===== src/rtl/cache_arb_pkg.sv =====
// -----------------------------------------------------------------------------
// cache_arb_pkg
//
// Shared types and constants for the two-port cache arbiter.
//   arb_state_t : arbiter FSM state (IDLE -> ISSUE -> RESP -> IDLE)
//   port_id_t   : requester index (0 = instruction fetch, 1 = data)
//   NPORT       : number of requesters, fixed at 2 in this revision
//   other_port  : the requester that is not the given one
// -----------------------------------------------------------------------------
package cache_arb_pkg;

    typedef enum logic [1:0] {
        IDLE  = 2'd0,
        ISSUE = 2'd1,
        RESP  = 2'd2
    } arb_state_t;

    typedef logic port_id_t;

    localparam int NPORT = 2;

    // With exactly two requesters the "other" port is the inverted index.
    function automatic port_id_t other_port(input port_id_t p);
        return ~p;
    endfunction

endpackage


===== src/rtl/cache_port_arbiter_grant.sv =====
// -----------------------------------------------------------------------------
// arb_grant2
//
// Purely combinational grant selection for two requesters.
//
// Configuration macro: CACHE_ARB_RR_EN
//   defined   : round-robin; the port named by 'prefer' wins a tie.
//   undefined : fixed priority, port 0 over port 1; 'prefer' is ignored.
//
// Ports:
//   req[1:0]     in   pending requests, bit i = port i
//   prefer       in   preferred port (round-robin pointer)
//   grant        out  index of the winning port (meaningful when grant_valid)
//   grant_valid  out  at least one port is requesting
// -----------------------------------------------------------------------------
module arb_grant2
    import cache_arb_pkg::*;
(
    input  logic [1:0] req,
    input  port_id_t   prefer,
    output port_id_t   grant,
    output logic       grant_valid
);

    assign grant_valid = |req;

`ifdef CACHE_ARB_RR_EN
    // The preferred port wins if it is asking; otherwise the other one gets
    // the grant (grant_valid tells the caller whether anyone asked at all).
    always_comb begin
        if (req[prefer]) begin
            grant = prefer;
        end else begin
            grant = other_port(prefer);
        end
    end
`else
    // Fixed priority: port 0 whenever it asks, port 1 only when port 0 is idle.
    logic unused_prefer;
    assign unused_prefer = prefer;

    always_comb begin
        if (req[0]) begin
            grant = 1'b0;
        end else begin
            grant = 1'b1;
        end
    end
`endif

endmodule


===== src/rtl/cache_port_arbiter.sv =====
// -----------------------------------------------------------------------------
// cache_port_arbiter
//
// Shares one single-request cache between an instruction-fetch requester
// (port 0) and a data load/store requester (port 1). One transaction is in
// flight at a time: it is latched on acceptance, held on the cache interface
// across any miss/refill, and completed with a one-cycle ack and registered
// read data returned to the owning port.
//
// Configuration macro: CACHE_ARB_RR_EN
//   defined   : two-way round-robin arbitration using a preference pointer
//               that flips to the port not just served on every completion.
//   undefined : fixed priority, port 0 over port 1 (port 1 may starve); the
//               round-robin pointer does not exist.
//
// Ports:
//   clk, rst               clock, synchronous active-high reset
//   pN_req                 request, held with stable fields until pN_ack
//   pN_wr                  1 = write, 0 = read
//   pN_addr / pN_wdata     byte address / write data
//   pN_ack                 one-cycle completion pulse
//   pN_rdata               registered read data, valid with ack and held
//   c_rd_req / c_wr_req    cache read / write request (never both high)
//   c_addr / c_wr_data     cache address / write data
//   c_miss                 cache miss/busy, combinational from the cache
//   c_rd_data              cache read data, registered inside the cache
//   busy                   high whenever the FSM is not IDLE
//
// Timing: accept on edge E0 (IDLE -> ISSUE); a hit completes on E1
// (ISSUE -> RESP, cache registers its read data); on E2 the arbiter captures
// that data and raises the ack, which is visible in the following IDLE
// cycle. Back-to-back requests therefore take 3 cycles each. A requester
// sees its ack during an IDLE cycle and must retire or replace its request
// before the next edge; the arbiter never feeds ack back into the grant.
// -----------------------------------------------------------------------------
module cache_port_arbiter
    import cache_arb_pkg::*;
#(
    parameter int ADDR_W = 32,
    parameter int DATA_W = 32,
    parameter int NPORT  = cache_arb_pkg::NPORT
) (
    input  logic              clk,
    input  logic              rst,

    input  logic              p0_req,
    input  logic              p0_wr,
    input  logic [ADDR_W-1:0] p0_addr,
    input  logic [DATA_W-1:0] p0_wdata,
    output logic              p0_ack,
    output logic [DATA_W-1:0] p0_rdata,

    input  logic              p1_req,
    input  logic              p1_wr,
    input  logic [ADDR_W-1:0] p1_addr,
    input  logic [DATA_W-1:0] p1_wdata,
    output logic              p1_ack,
    output logic [DATA_W-1:0] p1_rdata,

    output logic              c_rd_req,
    output logic              c_wr_req,
    output logic [ADDR_W-1:0] c_addr,
    output logic [DATA_W-1:0] c_wr_data,
    input  logic              c_miss,
    input  logic [DATA_W-1:0] c_rd_data,

    output logic              busy
);

    // -------------------------------------------------------------------------
    // Requester fields gathered into per-port vectors/arrays
    // -------------------------------------------------------------------------
    logic [NPORT-1:0]  req_vec;
    logic [NPORT-1:0]  req_wr;
    logic [ADDR_W-1:0] req_addr  [NPORT];
    logic [DATA_W-1:0] req_wdata [NPORT];

    assign req_vec      = {p1_req, p0_req};
    assign req_wr       = {p1_wr,  p0_wr};
    assign req_addr[0]  = p0_addr;
    assign req_addr[1]  = p1_addr;
    assign req_wdata[0] = p0_wdata;
    assign req_wdata[1] = p1_wdata;

    // -------------------------------------------------------------------------
    // FSM and latched transaction
    // -------------------------------------------------------------------------
    arb_state_t        state_q, state_d;
    port_id_t          owner_q, owner_d;
    logic              wr_q,    wr_d;
    logic [ADDR_W-1:0] addr_q,  addr_d;
    logic [DATA_W-1:0] wdata_q, wdata_d;

    port_id_t          prefer;
    port_id_t          grant;
    logic              grant_valid;

    arb_grant2 u_grant (
        .req         (req_vec),
        .prefer      (prefer),
        .grant       (grant),
        .grant_valid (grant_valid)
    );

    always_comb begin
        state_d = state_q;
        owner_d = owner_q;
        wr_d    = wr_q;
        addr_d  = addr_q;
        wdata_d = wdata_q;
        unique case (state_q)
            IDLE: begin
                // Capture the winner's fields now; later changes on the
                // requester side are deliberately ignored.
                if (grant_valid) begin
                    owner_d = grant;
                    wr_d    = req_wr[grant];
                    addr_d  = req_addr[grant];
                    wdata_d = req_wdata[grant];
                    state_d = ISSUE;
                end
            end
            ISSUE: begin
                // Stay here for as long as the cache reports miss/busy.
                if (!c_miss) begin
                    state_d = RESP;
                end
            end
            RESP: begin
                state_d = IDLE;
            end
            default: begin
                state_d = IDLE;
            end
        endcase
    end

    always_ff @(posedge clk) begin
        if (rst) begin
            state_q <= IDLE;
            owner_q <= 1'b0;
            wr_q    <= 1'b0;
            addr_q  <= '0;
            wdata_q <= '0;
        end else begin
            state_q <= state_d;
            owner_q <= owner_d;
            wr_q    <= wr_d;
            addr_q  <= addr_d;
            wdata_q <= wdata_d;
        end
    end

    // -------------------------------------------------------------------------
    // Arbitration preference
    // -------------------------------------------------------------------------
`ifdef CACHE_ARB_RR_EN
    port_id_t rr_q, rr_d;

    // After every completion the port that was not served becomes preferred,
    // so two continuously requesting ports alternate.
    always_comb begin
        rr_d = rr_q;
        if (state_q == RESP) begin
            rr_d = other_port(owner_q);
        end
    end

    always_ff @(posedge clk) begin
        if (rst) begin
            rr_q <= 1'b0;
        end else begin
            rr_q <= rr_d;
        end
    end

    assign prefer = rr_q;
`else
    assign prefer = 1'b0;
`endif

    // -------------------------------------------------------------------------
    // Cache-side interface: driven only while ISSUE, zero otherwise
    // -------------------------------------------------------------------------
    logic issuing;

    assign issuing   = (state_q == ISSUE);
    assign c_rd_req  = issuing & ~wr_q;
    assign c_wr_req  = issuing &  wr_q;
    assign c_addr    = issuing ? addr_q  : '0;
    assign c_wr_data = issuing ? wdata_q : '0;
    assign busy      = (state_q != IDLE);

    // -------------------------------------------------------------------------
    // Per-port ack pulse and read-data register
    // -------------------------------------------------------------------------
    logic [NPORT-1:0]  ack_vec;
    logic [DATA_W-1:0] rdata_vec [NPORT];

    for (genvar gi = 0; gi < NPORT; gi++) begin : g_port
        logic              served;
        logic              ack_q,   ack_d;
        logic [DATA_W-1:0] rdata_q, rdata_d;

        // c_rd_data was registered by the cache on the ISSUE -> RESP edge,
        // so it is stable throughout RESP and is captured on the RESP edge.
        assign served = (state_q == RESP) && (owner_q == port_id_t'(gi));

        always_comb begin
            ack_d   = served;
            rdata_d = rdata_q;
            if (served && !wr_q) begin
                rdata_d = c_rd_data;
            end
        end

        always_ff @(posedge clk) begin
            if (rst) begin
                ack_q   <= 1'b0;
                rdata_q <= '0;
            end else begin
                ack_q   <= ack_d;
                rdata_q <= rdata_d;
            end
        end

        assign ack_vec[gi]   = ack_q;
        assign rdata_vec[gi] = rdata_q;
    end

    assign p0_ack   = ack_vec[0];
    assign p1_ack   = ack_vec[1];
    assign p0_rdata = rdata_vec[0];
    assign p1_rdata = rdata_vec[1];

endmodule

===== config.mk =====
export PLATFORM = sky130hd
export DESIGN_NAME = cache_port_arbiter
export DESIGN_NICKNAME = d
export VERILOG_FILES = /design/src/rtl/cache_arb_pkg.sv /design/src/rtl/cache_port_arbiter_grant.sv /design/src/rtl/cache_port_arbiter.sv
export SDC_FILE = /design/constraint.sdc
export NUM_CORES = 1
export LEC_CHECK = 0
export ABC_AREA = 1
export CELL_PAD_IN_SITES_DETAIL_PLACEMENT = 1
export CELL_PAD_IN_SITES_GLOBAL_PLACEMENT = 1
export CORE_AREA = 3 3 161 163
export DETAILED_ROUTE_END_ITERATION = 16
export DIE_AREA = 0 0 164 166
export PLACE_DENSITY = 0.89
export SLEW_MARGIN = 0
export SYNTH_ARGS = -nofsm -noshare
export SYNTH_HDL_FRONTEND = slang
export SYNTH_SLANG_ARGS = --single-unit
export TNS_END_PERCENT = 5

===== constraint.sdc =====
create_clock -name clk -period 1.8 [get_ports clk]
set_clock_uncertainty 0.05 [all_clocks]
set_input_delay 0.36 -clock clk [delete_from_list [all_inputs] [get_ports clk]]
set_output_delay 0.36 -clock clk [all_outputs]
set_load 0.005 [all_outputs]

==> results.json <==
{
  "outcome": "complete, but fails checks",
  "violations": "negative setup slack",
  "rsz0062_at_grt": "true",
  "path_buf_inv": 4,
  "dieArea_sq_mm": 0.0272,
  "yosys.area_share.xor_xnor_pct": 0,
  "p_leak_uw": 0.00508,
  "path_class": "flop to output pin",
  "h-tree-depth": 4,
  "use_met2_pct": 35.9,
  "hold_viol": 0,
  "cts_root_buf": "clkbuf_16",
  "clk_latency_ps": 410,
  "yosysSeqAreaShare_pct": 40.6,
  "clock.fmax_mhz": 548,
  "dr.pass1.iters": 6,
  "crit_chain": "inv_4, nand2_8, buf_6, buf_16, nor2_2, buf_2",
  "slowest_delay_ps": 330,
  "dp_hpwl_mm": 18.7,
  "synth_fa_ha_area_share_pct": 0,
  "drv_cap": 0,
  "clockBufferDepth": 2,
  "slowest_stage": "dfxtp_2",
  "use_met3_pct": 5.06,
  "dieHeight_um": 166,
  "power_density_mw_per_mm2": 810,
  "grt_pass1_vias": 8105,
  "syn_inst": 1105,
  "grt_first_pass_wirelength_mm": 42.8,
  "cts_hold_buf": 0,
  "crit_fanout": 7,
  "path_delay_family": "buffers and inverters",
  "layout_setup_ws_ps": -25.9,
  "numCtsBuffers": 17,
  "grt_max_degree": 67,
  "synth_compound_area_share_pct": 0.360,
  "n_fill_cell": 3132,
  "reg2reg_slack_ps": 200,
  "slew_headroom_pct": 72.9,
  "drtIter0Drc": 417,
  "ant_nets": 0,
  "critPathRequiredTime_ps": 1390,
  "vias_per_cell": 4.52,
  "route.detailed.drc": 0,
  "placed_cell_area_sq_mm": 0.0100,
  "arrival_ps": 1420,
  "cts_tree": "done",
  "worst_slew_pin_slew_ps": 406,
  "met1_usage_pct": 22.7,
  "post-route-min-period_ps": 1830,
  "core-area_sq_mm": 0.0245,
  "yosys_warnings": 0,
  "num_antenna_cells": 0,
  "worst_ir_drop_vdd_v": 0.000416,
  "fin_cells": 1725,
  "final_common_cell": "nand2_1",
  "place.gp.congestion": 0.771,
  "synthMuxAreaShare_pct": 0,
  "final_net_count": 1555,
  "final_cell_mix": "nand2_1, nor2_1, clkdlybuf4s50_1, dfxtp_1, inv_1",
  "die_w_um": 164,
  "io_pins": 300,
  "clkTransAtPathRegs_ps": 70,
  "finish.instance_area_sq_mm": 0.0109,
  "cp-end-kind": "output pin",
  "grt_use_total_pct": 19.8,
  "power_uw": 8830,
  "antenna_found_initial": 0,
  "vias": 7800,
  "period_share_pct": 101,
  "port-buffer-count": 299,
  "synth.ff_latch_count": 134,
  "synth-simple-area-share_pct": 47.4,
  "rows": 57,
  "drv_slew": 0,
  "dp_cells": 1681,
  "syn-num-nets": 1272,
  "hold_class": "input port to flop",
  "synth_area_sq_mm": 0.00661,
  "finalSetupViolations": 20,
  "cts_sinks": 134,
  "syn_avg_cell_area_sq_um": 5.98,
  "grt-ovfl-total": 0,
  "crit_path_start_kind": "flop",
  "drive_gt1_share_pct": 14.6,
  "busiest_layer": "met2",
  "area_growth_pct": 65.0,
  "synth_top_family_by_area": "simple AND/OR/NAND/NOR gates",
  "ys_types": 17,
  "wl_per_cell_um": 15.9,
  "routed_wl_mm": 27.5,
  "fin_setup_tns_ps": -155,
  "start_util_pct": 27.0
}
-- layout make-up --
class                   instances  area (sq um)  area share, %
clock buffers                  20           467           4.28
clock inverters                12           116           1.07
multi-input cells             793          3460           31.8
flip-flops and latches        134          2690           24.6
well taps                     324           405           3.72
repair buffers                339          3370           31.0
inverters                     103           392           3.59
-- metrics by stage --
step | hold slack (ps) | setup slack, ps | util (%)
2_1_floorplan | 379 | 451 | -
3_3_place_gp | 411 | 40.7 | 40.9
3_5_place_dp | 423 | 13.9 | 40.9
4_1_cts | 363 | -71.8 | 44.0
5_1_grt | 420 | -103 | 44.6
6_report | 389 | -25.9 | 44.6
-- synth_stat cells --
cell	count	area, sq um
nand2_1	390	1460
nor2_1	329	1230
dfxtp_1	134	2680
inv_1	102	383
nand4_1	64	400
buf_2	34	170
clkbuf_1	23	86.3
buf_4	10	75.1
buf_1	5	18.8
buf_6	3	33.8
nand3_1	3	15.0
a21oi_1	2	10.0
nor2_2	2	12.5
inv_2	1	3.75
nor3_1	1	5.00
o21ai_0	1	5.00
o21ai_2	1	8.76
-- routing by layer --
layer | part of all wire [%] | wire length (um)
met5 | 0 | 0
met4 | 2.3 | 631
met3 | 6.0 | 1650
met2 | 51 | 14000
met1 | 41 | 11200
-- final timing paths --
check | from | to | depth (start not counted)
setup / recovery | state_q[1] | c_addr[30] | 6
hold / removal | p0_req | addr_q[3] | 5
setup reg to reg | state_q[0] | addr_q[27] | 8
hold reg to reg | p1_rdata[17] | p1_rdata[17] | 2
-- where the power goes --
part           leakage (uW)  total (uW)  internal, uW  switching, uW
clock              0.000284        3470          2030           1430
sequential          0.00110        3240          3170           71.6
combinational       0.00370        2120           977           1150
total               0.00508        8830          6180           2650
-- kinds of logic (layout without fill, tap and decap cells) --
family / Yosys count / count (layout)
AO/OA/AOI/OAI: 4 / 4
AND/OR/NAND/NOR: 789 / 789
flip-flops: 134 / 134
buffers and inverters: 178 / 474
-- tightest hold or removal path: stages --
cell	delay (ps)
buf_2	180
nand2_1	80
nand2_1	50
nor2_1	100
nor2_1	50
-- flip-flops by register name, summed over array words and instances, names as in the netlist, 2 cells and up --
| register | count |
|---|---|
| addr_q | 32 |
| p0_rdata | 32 |
| state_q | 2 |
| wdata_q | 32 |
| p1_rdata | 32 |
-- what timing repair did --
item | CTS | global route
gates resized for setup | 322 | 36
pin swaps | 3 | 2
gates cloned | 7 | 0
setup buffers | 5 | 0
endpoints found under the setup margin | 67 | 67
(Power assumes the default switching activity.)
